$ cat src/rtl/prbs_ber_monitor_pkg.sv
// prbs_ber_monitor_pkg: shared types and PRBS tap constants for the BER monitor
package prbs_ber_monitor_pkg;

    typedef enum logic [1:0] {
        PRBS7  = 2'b00,
        PRBS15 = 2'b01,
        PRBS23 = 2'b10,
        PRBS31 = 2'b11
    } prbs_mode_t;

    typedef enum logic [1:0] {
        IDLE   = 2'b00,
        HUNT   = 2'b01,
        LOCKED = 2'b10
    } prbs_state_t;

    localparam int HIST_W   = 31;
    localparam int PRBS7_A  = 7;
    localparam int PRBS7_B  = 6;
    localparam int PRBS15_A = 15;
    localparam int PRBS15_B = 14;
    localparam int PRBS23_A = 23;
    localparam int PRBS23_B = 18;
    localparam int PRBS31_A = 31;
    localparam int PRBS31_B = 28;

    function automatic int tap_a(input logic [1:0] m);
        return m == PRBS7 ? PRBS7_A : m == PRBS15 ? PRBS15_A : m == PRBS23 ? PRBS23_A : PRBS31_A;
    endfunction

    function automatic int tap_b(input logic [1:0] m);
        return m == PRBS7 ? PRBS7_B : m == PRBS15 ? PRBS15_B : m == PRBS23 ? PRBS23_B : PRBS31_B;
    endfunction

endpackage

$ cat src/rtl/prbs_ber_monitor_popcount.sv
// prbs_popcount: combinational population count of a DATA_WIDTH vector
module prbs_popcount #(
    parameter int DATA_WIDTH = 64
) (
    input  logic [DATA_WIDTH-1:0]         vec,
    output logic [$clog2(DATA_WIDTH+1)-1:0] cnt
);

    localparam int CW = $clog2(DATA_WIDTH + 1);

    // sum the set bits
    always_comb begin
        cnt = '0;
        for (int i = 0; i < DATA_WIDTH; i++) cnt = cnt + CW'(vec[i]);
    end

endmodule

$ cat src/rtl/prbs_ber_monitor.sv
// prbs_ber_monitor: self-synchronising PRBS checker with lock FSM and saturating error-bit counter (optional err_inject via PRBS_ERR_INJECT_EN)
module prbs_ber_monitor
    import prbs_ber_monitor_pkg::*;
#(
    parameter int DATA_WIDTH = 64,
    parameter int CNT_WIDTH  = 10,
    parameter int LOCK_CNT   = 8,
    parameter int UNLOCK_ERR = 4
) (
    input  logic                  clk_390p625M,
    input  logic                  rst_n,
    input  logic [DATA_WIDTH-1:0] data_in,
    input  logic                  data_valid,
    input  logic                  monitor_EN,
    input  logic [1:0]            prbs_mode,
    input  logic                  cnt_clear,
`ifdef PRBS_ERR_INJECT_EN
    input  logic                  err_inject,
`endif
    output logic                  prbs_sync_ready,
    output logic [CNT_WIDTH-1:0]  error_bit_count,
    output logic                  error_count_sat
);

    localparam int GW = $clog2(LOCK_CNT + 1);
    localparam int BW = $clog2(UNLOCK_ERR + 1);
    localparam int PW = $clog2(DATA_WIDTH + 1);
    localparam int SW = (CNT_WIDTH > PW ? CNT_WIDTH : PW) + 1;
    localparam logic [CNT_WIDTH-1:0] CNT_MAX = '1;

    prbs_state_t state_q, state_d;
    prbs_mode_t  mode_q, mode_d;
    logic [HIST_W-1:0] hist_q, hist_d;
    logic hist_ok_q, hist_ok_d;
    logic [GW-1:0] good_q, good_d;
    logic [BW-1:0] bad_q, bad_d;
    logic [DATA_WIDTH-1:0] err_q, err_d;
    logic [CNT_WIDTH-1:0] cnt_q, cnt_d;
    logic sat_q, sat_d, rdy_q, rdy_d;

    logic [DATA_WIDTH-1:0] rx, mism;
    logic [DATA_WIDTH-1:0] mv [4];
    logic [DATA_WIDTH+HIST_W-1:0] ext;
    logic [PW-1:0] pc;
    logic [SW-1:0] sum;
    logic mode_chg, clean, zero, cnt_en;

`ifdef PRBS_ERR_INJECT_EN
    assign rx = data_in ^ {{(DATA_WIDTH-1){1'b0}}, err_inject};
`else
    assign rx = data_in;
`endif

    // received word below its history: a higher index is an earlier bit
    assign ext = {hist_q, rx};

    for (genvar m = 0; m < 4; m++) begin : g_tap
        localparam int A = tap_a(2'(m));
        localparam int B = tap_b(2'(m));
        assign mv[m] = ext[DATA_WIDTH-1:0] ^ ext[DATA_WIDTH-1+A:A] ^ ext[DATA_WIDTH-1+B:B];
    end

    assign mism     = mv[prbs_mode];
    assign mode_chg = prbs_mode != mode_q;
    assign clean    = mism == '0;
    assign zero     = rx == '0;
    assign cnt_en   = monitor_EN && !mode_chg && data_valid && hist_ok_q && state_q == LOCKED;

    // FSM state and registered lock flag
    always_ff @(posedge clk_390p625M or negedge rst_n) begin
        if (!rst_n) begin
            state_q <= IDLE;
            rdy_q   <= 1'b0;
        end else begin
            state_q <= state_d;
            rdy_q   <= rdy_d;
        end
    end

    // next state with good/bad word run counters; the first word after (re)hunt only primes history
    always_comb begin
        state_d   = state_q;
        good_d    = good_q;
        bad_d     = bad_q;
        hist_ok_d = hist_ok_q;
        if (!monitor_EN) begin
            state_d   = IDLE;
            good_d    = '0;
            bad_d     = '0;
            hist_ok_d = 1'b0;
        end else if (state_q == IDLE || mode_chg) begin
            state_d   = HUNT;
            good_d    = '0;
            bad_d     = '0;
            hist_ok_d = 1'b0;
        end else if (data_valid) begin
            hist_ok_d = 1'b1;
            if (hist_ok_q && state_q == HUNT) begin
                good_d = clean && !zero ? good_q + 1'b1 : '0;
                if (good_d == GW'(LOCK_CNT)) begin
                    state_d = LOCKED;
                    good_d  = '0;
                end
            end else if (hist_ok_q) begin
                bad_d = clean ? '0 : bad_q + 1'b1;
                if (bad_d == BW'(UNLOCK_ERR)) begin
                    state_d   = HUNT;
                    bad_d     = '0;
                    hist_ok_d = 1'b0;
                end
            end
        end
    end

    // lock output follows the state being entered
    always_comb rdy_d = state_d == LOCKED;

    // history, stage-1 error vector and stage-2 saturating accumulation
    always_comb begin
        mode_d = prbs_mode_t'(prbs_mode);
        hist_d = data_valid ? rx[HIST_W-1:0] : hist_q;
        err_d  = cnt_en ? mism : '0;
        sum    = SW'(cnt_q) + SW'(pc);
        cnt_d  = cnt_clear ? '0 : sum > SW'(CNT_MAX) ? CNT_MAX : sum[CNT_WIDTH-1:0];
        sat_d  = !cnt_clear && cnt_d == CNT_MAX;
    end

    prbs_popcount #(.DATA_WIDTH(DATA_WIDTH)) u_popcount (
        .vec (err_q),
        .cnt (pc)
    );

    // datapath registers
    always_ff @(posedge clk_390p625M or negedge rst_n) begin
        if (!rst_n) begin
            mode_q    <= PRBS7;
            hist_q    <= '0;
            hist_ok_q <= 1'b0;
            good_q    <= '0;
            bad_q     <= '0;
            err_q     <= '0;
            cnt_q     <= '0;
            sat_q     <= 1'b0;
        end else begin
            mode_q    <= mode_d;
            hist_q    <= hist_d;
            hist_ok_q <= hist_ok_d;
            good_q    <= good_d;
            bad_q     <= bad_d;
            err_q     <= err_d;
            cnt_q     <= cnt_d;
            sat_q     <= sat_d;
        end
    end

    assign prbs_sync_ready = rdy_q;
    assign error_bit_count = cnt_q;
    assign error_count_sat = sat_q;

endmodule
$ cat config.mk
export PLATFORM = sky130hd
export DESIGN_NAME = prbs_ber_monitor
export DESIGN_NICKNAME = d
export VERILOG_FILES = /design/src/rtl/prbs_ber_monitor_pkg.sv /design/src/rtl/prbs_ber_monitor_popcount.sv /design/src/rtl/prbs_ber_monitor.sv
export SDC_FILE = /design/constraint.sdc
export NUM_CORES = 1
export LEC_CHECK = 0
export CORE_MARGIN = 5
export CORE_UTILIZATION = 60
export CTS_CLUSTER_SIZE = 12
export DETAILED_ROUTE_END_ITERATION = 8
export PLACE_DENSITY = 0.81
export SLEW_MARGIN = 20
export SYNTH_ARGS = -nofsm -noshare
export SYNTH_HDL_FRONTEND = slang
export SYNTH_SLANG_ARGS = --single-unit
$ cat constraint.sdc
create_clock -name clk_390p625M -period 12.7 [get_ports clk_390p625M]
set_clock_uncertainty 0.2 [all_clocks]
set_input_delay 3.81 -clock clk_390p625M [delete_from_list [all_inputs] [get_ports clk_390p625M]]
set_output_delay 3.81 -clock clk_390p625M [all_outputs]
set_load 0.01 [all_outputs]
Word-level counts from Yosys, hierarchy flattened
Index checks and enable logic that the tools add are counted.
{"block": "totals", "ff_bits": 119, "latchBits": 0, "ramBits": 0, "romBits": 0, "inputBits": 71, "output_inout_bits": 12, "mem_count": 0}
{"block": "op_classes", "add_sub_neg": 66, "n_mul": 0, "div": 0, "order_cmp": 2, "n_eq_ne": 11, "shift": 0, "n_mux": 32, "bitwise": 9, "n_reduce_logical": 16}
{"operator": "bitwise XOR 64 bit", "n": 8}
{"operator": "adder 7 x 1 -> 7 bit", "n": 62}
{"operator": "2-to-1 mux 64 bit", "n": 3}
{"operator": "binary-select mux 64 bit (select 2 bit)", "n": 1}
{"operator": "logical NOT 64 bit", "n": 2}
{"operator": "2-to-1 mux 4 bit", "n": 6}
{"operator": "2-to-1 mux 3 bit", "n": 7}
{"operator": "2-to-1 mux 10 bit", "n": 2}
{"operator": "2-to-1 mux 2 bit", "n": 7}
{"operator": "adder 10 x 7 -> 11 bit", "n": 1}
{"operator": "> comparator 11 x 10 -> 1 bit, second input constant", "n": 1}
{"operator": "equality test 10 bit, second input constant", "n": 1}
{"operator": "logical AND 1 bit", "n": 7}
{"operator": "2-to-1 mux 1 bit", "n": 6}
{"operator": "inequality test 3 x 1 -> 1 bit, second input constant", "n": 2}
{"operator": "adder 4 x 1 -> 4 bit, second input constant", "n": 1}
{"operator": "equality test 2 bit, second input constant", "n": 2}
{"operator": "equality test 4 bit, second input constant", "n": 1}
{"operator": "adder 3 x 1 -> 3 bit, second input constant", "n": 1}
{"operator": "equality test 3 bit, second input constant", "n": 1}
{"operator": "greater-or-equal comparator 3 bit, second input constant", "n": 1}
{"operator": "logical NOT 1 bit", "n": 3}
{"operator": "inequality test 3 x 2 -> 1 bit, second input constant", "n": 1}
{"operator": "inequality test 3 bit, second input constant", "n": 1}
{"operator": "other kinds (8)", "n": 8}

Longest topological paths before layout
{"block": "depth", "word_depth": 69, "depth_mapped": 30}

By module
From an unflattened synthesis, not the netlist that was laid out.
{"block": "hier_totals", "hier_cells": 1184, "hier_area_um2": 12512.0}
{"mod": "prbs_ber_monitor", "instances": 1, "cells_each": 1012, "area_each_um2": 10782.8, "seq_area_each_um2": 2977.9}
{"mod": "prbs_popcount", "instances": 1, "cells_each": 172, "area_each_um2": 1729.2, "seq_area_each_um2": 0.0}

Worst setup path after synthesis
OpenSTA, ideal clock, no wires.
{"block": "synth_path", "path_type": "reg-to-reg", "from": "register err_q[0]", "to": "register sat_q (netlist: error_count_sat)", "setup_ns": 0.086, "t_arrival_ns": 7.079, "t_required_ns": 12.414, "setup_slack_ns": 5.335, "stages_incl_launch_ff": 24, "cell_sequence": "dfrtp_1 -> ha_1 -> inv_1 -> fa_1 -> fa_1 -> fa_1 -> fa_1 -> fa_1 -> fa_1 -> fa_1 -> fa_1 -> fa_1 -> fa_1 -> nor2b_1 -> o21ai_0 -> nand2b_1 -> xor2_1 -> ha_1 -> a31oi_1 -> o21ba_2 -> or3b_2 -> a21oi_1 -> nand4_1 -> nor3_1"}
{"block": "synth_via", "elab_chain_cells": 69}
{"item": "start: declaration", "line_no": "prbs_ber_monitor.sv:37", "text": "logic [DATA_WIDTH-1:0] err_q, err_d;"}
{"item": "start signal: assignment", "line_no": "prbs_ber_monitor.sv:150", "text": "err_q <= err_d;"}
{"item": "adder 1 x 1 -> 2 bit *", "line_no": "prbs_ber_monitor_popcount.sv:14", "text": "for (int i = 0; i < DATA_WIDTH; i++) cnt = cnt + CW'(vec[i]);"}
{"item": "adder 7 x 1 -> 7 bit * (62 in series)", "line_no": "prbs_ber_monitor_popcount.sv:14"}
{"item": "adder 10 x 7 -> 11 bit *", "line_no": "prbs_ber_monitor.sv:123", "text": "sum = SW'(cnt_q) + SW'(pc);"}
{"item": "> comparator 11 x 10 -> 1 bit", "line_no": "prbs_ber_monitor.sv:124", "text": "cnt_d = cnt_clear ? '0 : sum > SW'(CNT_MAX) ? CNT_MAX : sum[CNT_WIDTH-1:0];"}
{"item": "2-to-1 mux 10 bit * (2 in series)", "line_no": "prbs_ber_monitor.sv:124"}
{"item": "net cnt_d[6]", "line_no": "prbs_ber_monitor.sv:38", "text": "logic [CNT_WIDTH-1:0] cnt_q, cnt_d;"}
{"item": "equality test 10 bit *", "line_no": "prbs_ber_monitor.sv:125", "text": "sat_d = !cnt_clear && cnt_d == CNT_MAX;"}
{"item": "logical AND 1 bit *", "line_no": "prbs_ber_monitor.sv:125"}
{"item": "net sat_d", "line_no": "prbs_ber_monitor.sv:39", "text": "logic sat_q, sat_d, rdy_q, rdy_d;"}
{"item": "end signal: assignment", "line_no": "prbs_ber_monitor.sv:152", "text": "sat_q <= sat_d;"}
{"item": "end: declaration", "line_no": "prbs_ber_monitor.sv:39"}
The timed path passes the listed nets; every way through them passes the cells marked *.
A chain may end at the register's enable or synchronous reset.

Worst setup path in the final report
Ends and elaborated chain as after synthesis.

==> impl.org <==
** Run status
- The flow ran to the end, and the final reports show no timing, DRC or antenna violations.

** Synthesis
- Most common cell in the netlist :: sky130_fd_sc_hd__xor2_1
- Number of distinct standard cells referenced by the synthesized netlist :: 69
- After synthesis, the mean cell area works out to 9.89 sq um.
- Synthesized Nets :: 1345
- In this run, synthesis inferred 0 flip-flops with an integrated enable.
- After synthesis the cells add up to 0.0118 sq mm.
- In this run the biggest area consumer among cell types represents 25.3% of the synthesized area.
- In the post-synthesis netlist, the biggest area contributors are sky130_fd_sc_hd__dfrtp_1 25%, sky130_fd_sc_hd__xor2_1 12%, sky130_fd_sc_hd__xnor2_1 9.9%.
- Leading post-synthesis cells by instance count :: 161 x sky130_fd_sc_hd__xor2_1, 133 x sky130_fd_sc_hd__xnor2_1, 119 x sky130_fd_sc_hd__dfrtp_1, 101 x sky130_fd_sc_hd__inv_1, 86 x sky130_fd_sc_hd__nor2_1
- After technology mapping, the gate count stands at 1192.
- Sequential cell area fraction in the yosys report :: 25.3%
- In the synthesized netlist the dominant register cell turns out to be sky130_fd_sc_hd__dfrtp_1.
- After synthesis, the share of flip-flops with an asynchronous set or reset is 100%.
- During synthesis, Yosys emitted a total of 0 warnings.
- Cell type with the highest aggregate area in the netlist :: sky130_fd_sc_hd__dfrtp_1
- Synthesis inferred 119 register bits.

** CTS
- TritonCTS built the clock tree.
- Worst-skew pair later-pin latency :: 0.43 ns
- TritonCTS Buffers :: 17
- The clock tree synthesis step divided the H-tree into 4 levels.
- Number of gates resized after CTS :: 0
- Number of clock sinks :: 119
- Clk slew on worst S/H paths :: 0.06 ns
- The root buffer cell chosen for the clock tree is sky130_fd_sc_hd__clkbuf_16.
- After clock tree synthesis, the setup repair step added 0 buffers.
- In this run the deepest clock path goes through 2 buffers.
- Total of hold buffers inserted after clock tree synthesis :: 0

** STA
- Worst rel slew slack :: 29.2%
- The worst path in the final design needs a cycle of 7.90 ns, including I/O delays and setup.
- Hold is met by 0.327 ns.
- Final worst setup slack :: 4.80 ns
- At the pin with the least slew margin, the transition time is 1.06 ns.
- Hold Violations, Final :: 0
- Final sum of negative setup slack :: 0 ns
- Max Freq :: 127 MHz
- Setup repair after global routing left no endpoint under its margin.
- The number of pins exceeding their max-slew limit in the final report came to 0.
- Period utilisation layout :: 62.2%
- Setup-violating endpoint count in the final report :: 0

** Flow run
- Maximum Capacitance Violations :: 0

** Pwr
- Post-layout total power :: 1.31 mW
- Across the VDD grid, the largest voltage drop is 0.0981 mV.
- In this run the static leakage power is 5.64 nW.
- Dividing total power by cell area gives a power density of 101 mW/mm^2.

** Critical path
- Startpoint Class :: register
- Highest fanout seen on the critical path :: 6
- Data required time of the critical path :: 12.85 ns
- The worst setup path is captured at a register.
- Worst path arrival time :: 8.05 ns
- Class of the most critical setup path :: register to register

** Floorplanning
- The die covers 0.0225 sq mm.
- Height of the die :: 150 microns
- The region available for standard cell placement spans 0.0194 sq mm.
- Width of the die :: 150 microns
- Standard-cell row count :: 51
- Pin placement for this block handled 83 I/O pins.
- Starting density of the core :: 60.8%

** Placed design
- The congestion estimate from routability-driven global placement came to 1.04.
- Dpl hpwl :: 27.7 mm
- Before CTS, the worst setup slack after placement is 4.64 ns.
- Number of port buffers :: 82

** Worst hold path
- The tightest min-delay check is of the register to register type.

** Cells and area
- Cells with a size suffix above 1 make up 9.73% of the layout.
- Area added between synthesis and finish :: 10.2%
- Number of nets in the layout :: 1343
- Number of antenna repair diodes :: 0

** Routing
- Vias per cell :: 6.22
- Detailed Route Iter0 Violations :: 1274
- For this run, design rule violations remaining after detail routing come to 0.
- Across all layers, the routed design uses 9137 vias.
- The count of nets left with antenna violations once routing finished came out at 0.
- Wire length after detailed routing :: 36.6 mm
- Average wire length per cell after detail routing :: 24.9 microns
- Count of TritonRoute iterations in the first routing pass :: 6

** Global routing
- The initial antenna violation count was 0.
- The number of global-route vias before repair was 9345.
- Total gr overflow :: 0
- All-layer global routing usage :: 33.6%
- First-pass GRT wire length :: 56.0 mm
- Maximum number of pins on one net before global-route repair :: 75
[registers in the layout, indices dropped and copies added, names as in the netlist]
register and flops:
hist_q 31, prbs_sync_ready 1, error_bit_count 10, hist_ok_q 1, state_q 2, bad_q 3
err_q 64, mode_q 2, error_count_sat 1, good_q 4
[per-layer routing]
| metal | share of wire [%] | GRT usage [%] |
|---|---|---|
| met2 | 46 | 53.9 |
| met3 | 9.5 | 6.11 |
| met4 | 6.4 | 17.6 |
| met5 | 0 | 0 |
| met1 | 38 | 43.9 |
[final timing paths]
check,startpoint,slack [ns],to,cells after the start
setup / recovery,err_q[0],4.80,error_count_sat,24
hold / removal,hist_q[30],0.33,hist_q[30],1
setup reg to reg,err_q[0],4.80,error_count_sat,24
hold reg to reg,hist_q[30],0.33,hist_q[30],1
max in group asynchronous,rst_n,7.79,err_q[24],2
min in group asynchronous,rst_n,3.18,error_bit_count[9],1
[layout by cell type (no fill, tap or decap), types with 3 or more instances in the layout]
master | netlist | final
sky130_fd_sc_hd__xor2_1 | 161 | 161
sky130_fd_sc_hd__xnor2_1 | 133 | 133
sky130_fd_sc_hd__dfrtp_1 | 119 | 119
sky130_fd_sc_hd__inv_1 | 101 | 101
sky130_fd_sc_hd__nor2_1 | 86 | 86
sky130_fd_sc_hd__clkdlybuf4s50_1 | 0 | 80
sky130_fd_sc_hd__fa_1 | 55 | 55
sky130_fd_sc_hd__nand2_1 | 41 | 41
sky130_fd_sc_hd__mux2_2 | 32 | 32
sky130_fd_sc_hd__mux4_2 | 31 | 31
sky130_fd_sc_hd__mux2i_1 | 29 | 29
sky130_fd_sc_hd__ha_1 | 27 | 27
sky130_fd_sc_hd__a21oi_1 | 25 | 25
sky130_fd_sc_hd__nor4_1 | 25 | 24
sky130_fd_sc_hd__nand4_1 | 22 | 22
sky130_fd_sc_hd__nor3_1 | 18 | 18
sky130_fd_sc_hd__o21ai_0 | 17 | 17
sky130_fd_sc_hd__clkbuf_16 | 0 | 17
sky130_fd_sc_hd__nand3_1 | 17 | 16
sky130_fd_sc_hd__xnor3_1 | 16 | 16
sky130_fd_sc_hd__nor2b_1 | 12 | 12
sky130_fd_sc_hd__o22ai_1 | 11 | 11
sky130_fd_sc_hd__a22oi_1 | 10 | 10
sky130_fd_sc_hd__buf_4 | 10 | 9
sky130_fd_sc_hd__a21o_1 | 8 | 8
sky130_fd_sc_hd__nor3b_1 | 8 | 8
sky130_fd_sc_hd__o211ai_1 | 7 | 7
sky130_fd_sc_hd__nand2b_1 | 5 | 5
sky130_fd_sc_hd__or4_1 | 5 | 5
sky130_fd_sc_hd__and2_1 | 4 | 4
sky130_fd_sc_hd__o221ai_1 | 4 | 4
sky130_fd_sc_hd__a211oi_1 | 4 | 4
sky130_fd_sc_hd__inv_6 | 0 | 4
sky130_fd_sc_hd__a31oi_1 | 3 | 3
sky130_fd_sc_hd__and3_1 | 3 | 3
sky130_fd_sc_hd__or3_1 | 3 | 3
sky130_fd_sc_hd__a221oi_1 | 3 | 3
sky130_fd_sc_hd__o31ai_1 | 3 | 3
sky130_fd_sc_hd__clkinvlp_4 | 0 | 3
[power breakdown]
group | total (mW) | internal [mW] | switching, mW
sequential | 0.417 | 0.390 | 0.0276
clock | 0.491 | 0.296 | 0.195
combinational | 0.398 | 0.171 | 0.227
[worst max-delay path: stages (launching register included)]
cell	delay (ns)
sky130_fd_sc_hd__dfrtp_1	0.37
sky130_fd_sc_hd__ha_1	0.29
sky130_fd_sc_hd__inv_1	0.07
sky130_fd_sc_hd__fa_1	0.42
sky130_fd_sc_hd__fa_1	0.53
sky130_fd_sc_hd__fa_1	0.44
sky130_fd_sc_hd__fa_1	0.51
sky130_fd_sc_hd__fa_1	0.43
sky130_fd_sc_hd__fa_1	0.47
sky130_fd_sc_hd__fa_1	0.53
sky130_fd_sc_hd__fa_1	0.44
sky130_fd_sc_hd__fa_1	0.43
sky130_fd_sc_hd__fa_1	0.47
sky130_fd_sc_hd__nor2b_1	0.13
sky130_fd_sc_hd__o21ai_0	0.08
sky130_fd_sc_hd__nand2b_1	0.12
sky130_fd_sc_hd__xor2_1	0.23
sky130_fd_sc_hd__ha_1	0.21
sky130_fd_sc_hd__a21o_1	0.13
sky130_fd_sc_hd__a31oi_1	0.07
sky130_fd_sc_hd__o21ba_2	0.26
sky130_fd_sc_hd__or3b_2	0.53
sky130_fd_sc_hd__a21oi_1	0.21
sky130_fd_sc_hd__nand4_1	0.11
sky130_fd_sc_hd__nor3_1	0.14
[area by class of cell]
class	instances	area, sq um
multi-input cells	860	7830
fillers	1552	6410
flip-flops and latches	119	2980
repair buffers	89	868
clock buffers	19	443
inverters	103	389
well taps	265	332
clock inverters	13	145
[per-stage QoR]
step	instance area [sq um]	utilization, %	cells
floorplan	11800	-	1192
global placement	12400	63.9	1436
detailed placement	12400	63.9	1436
CTS	13000	66.9	1468
global route	13000	67.0	1468
finish	13000	67.0	1468
[cell families after synthesis]
group / synth area share, %
DFF: 25.3
adders and majority gates: 12.2
and+or+nand+nor: 11.3
buffers and inverters: 8.37
muxes: 11.4
AOI/OAI and AO/OA: 6.20
xor gates and xnor gates: 25.2
Note: power is estimated with default switching activity, not from simulation.
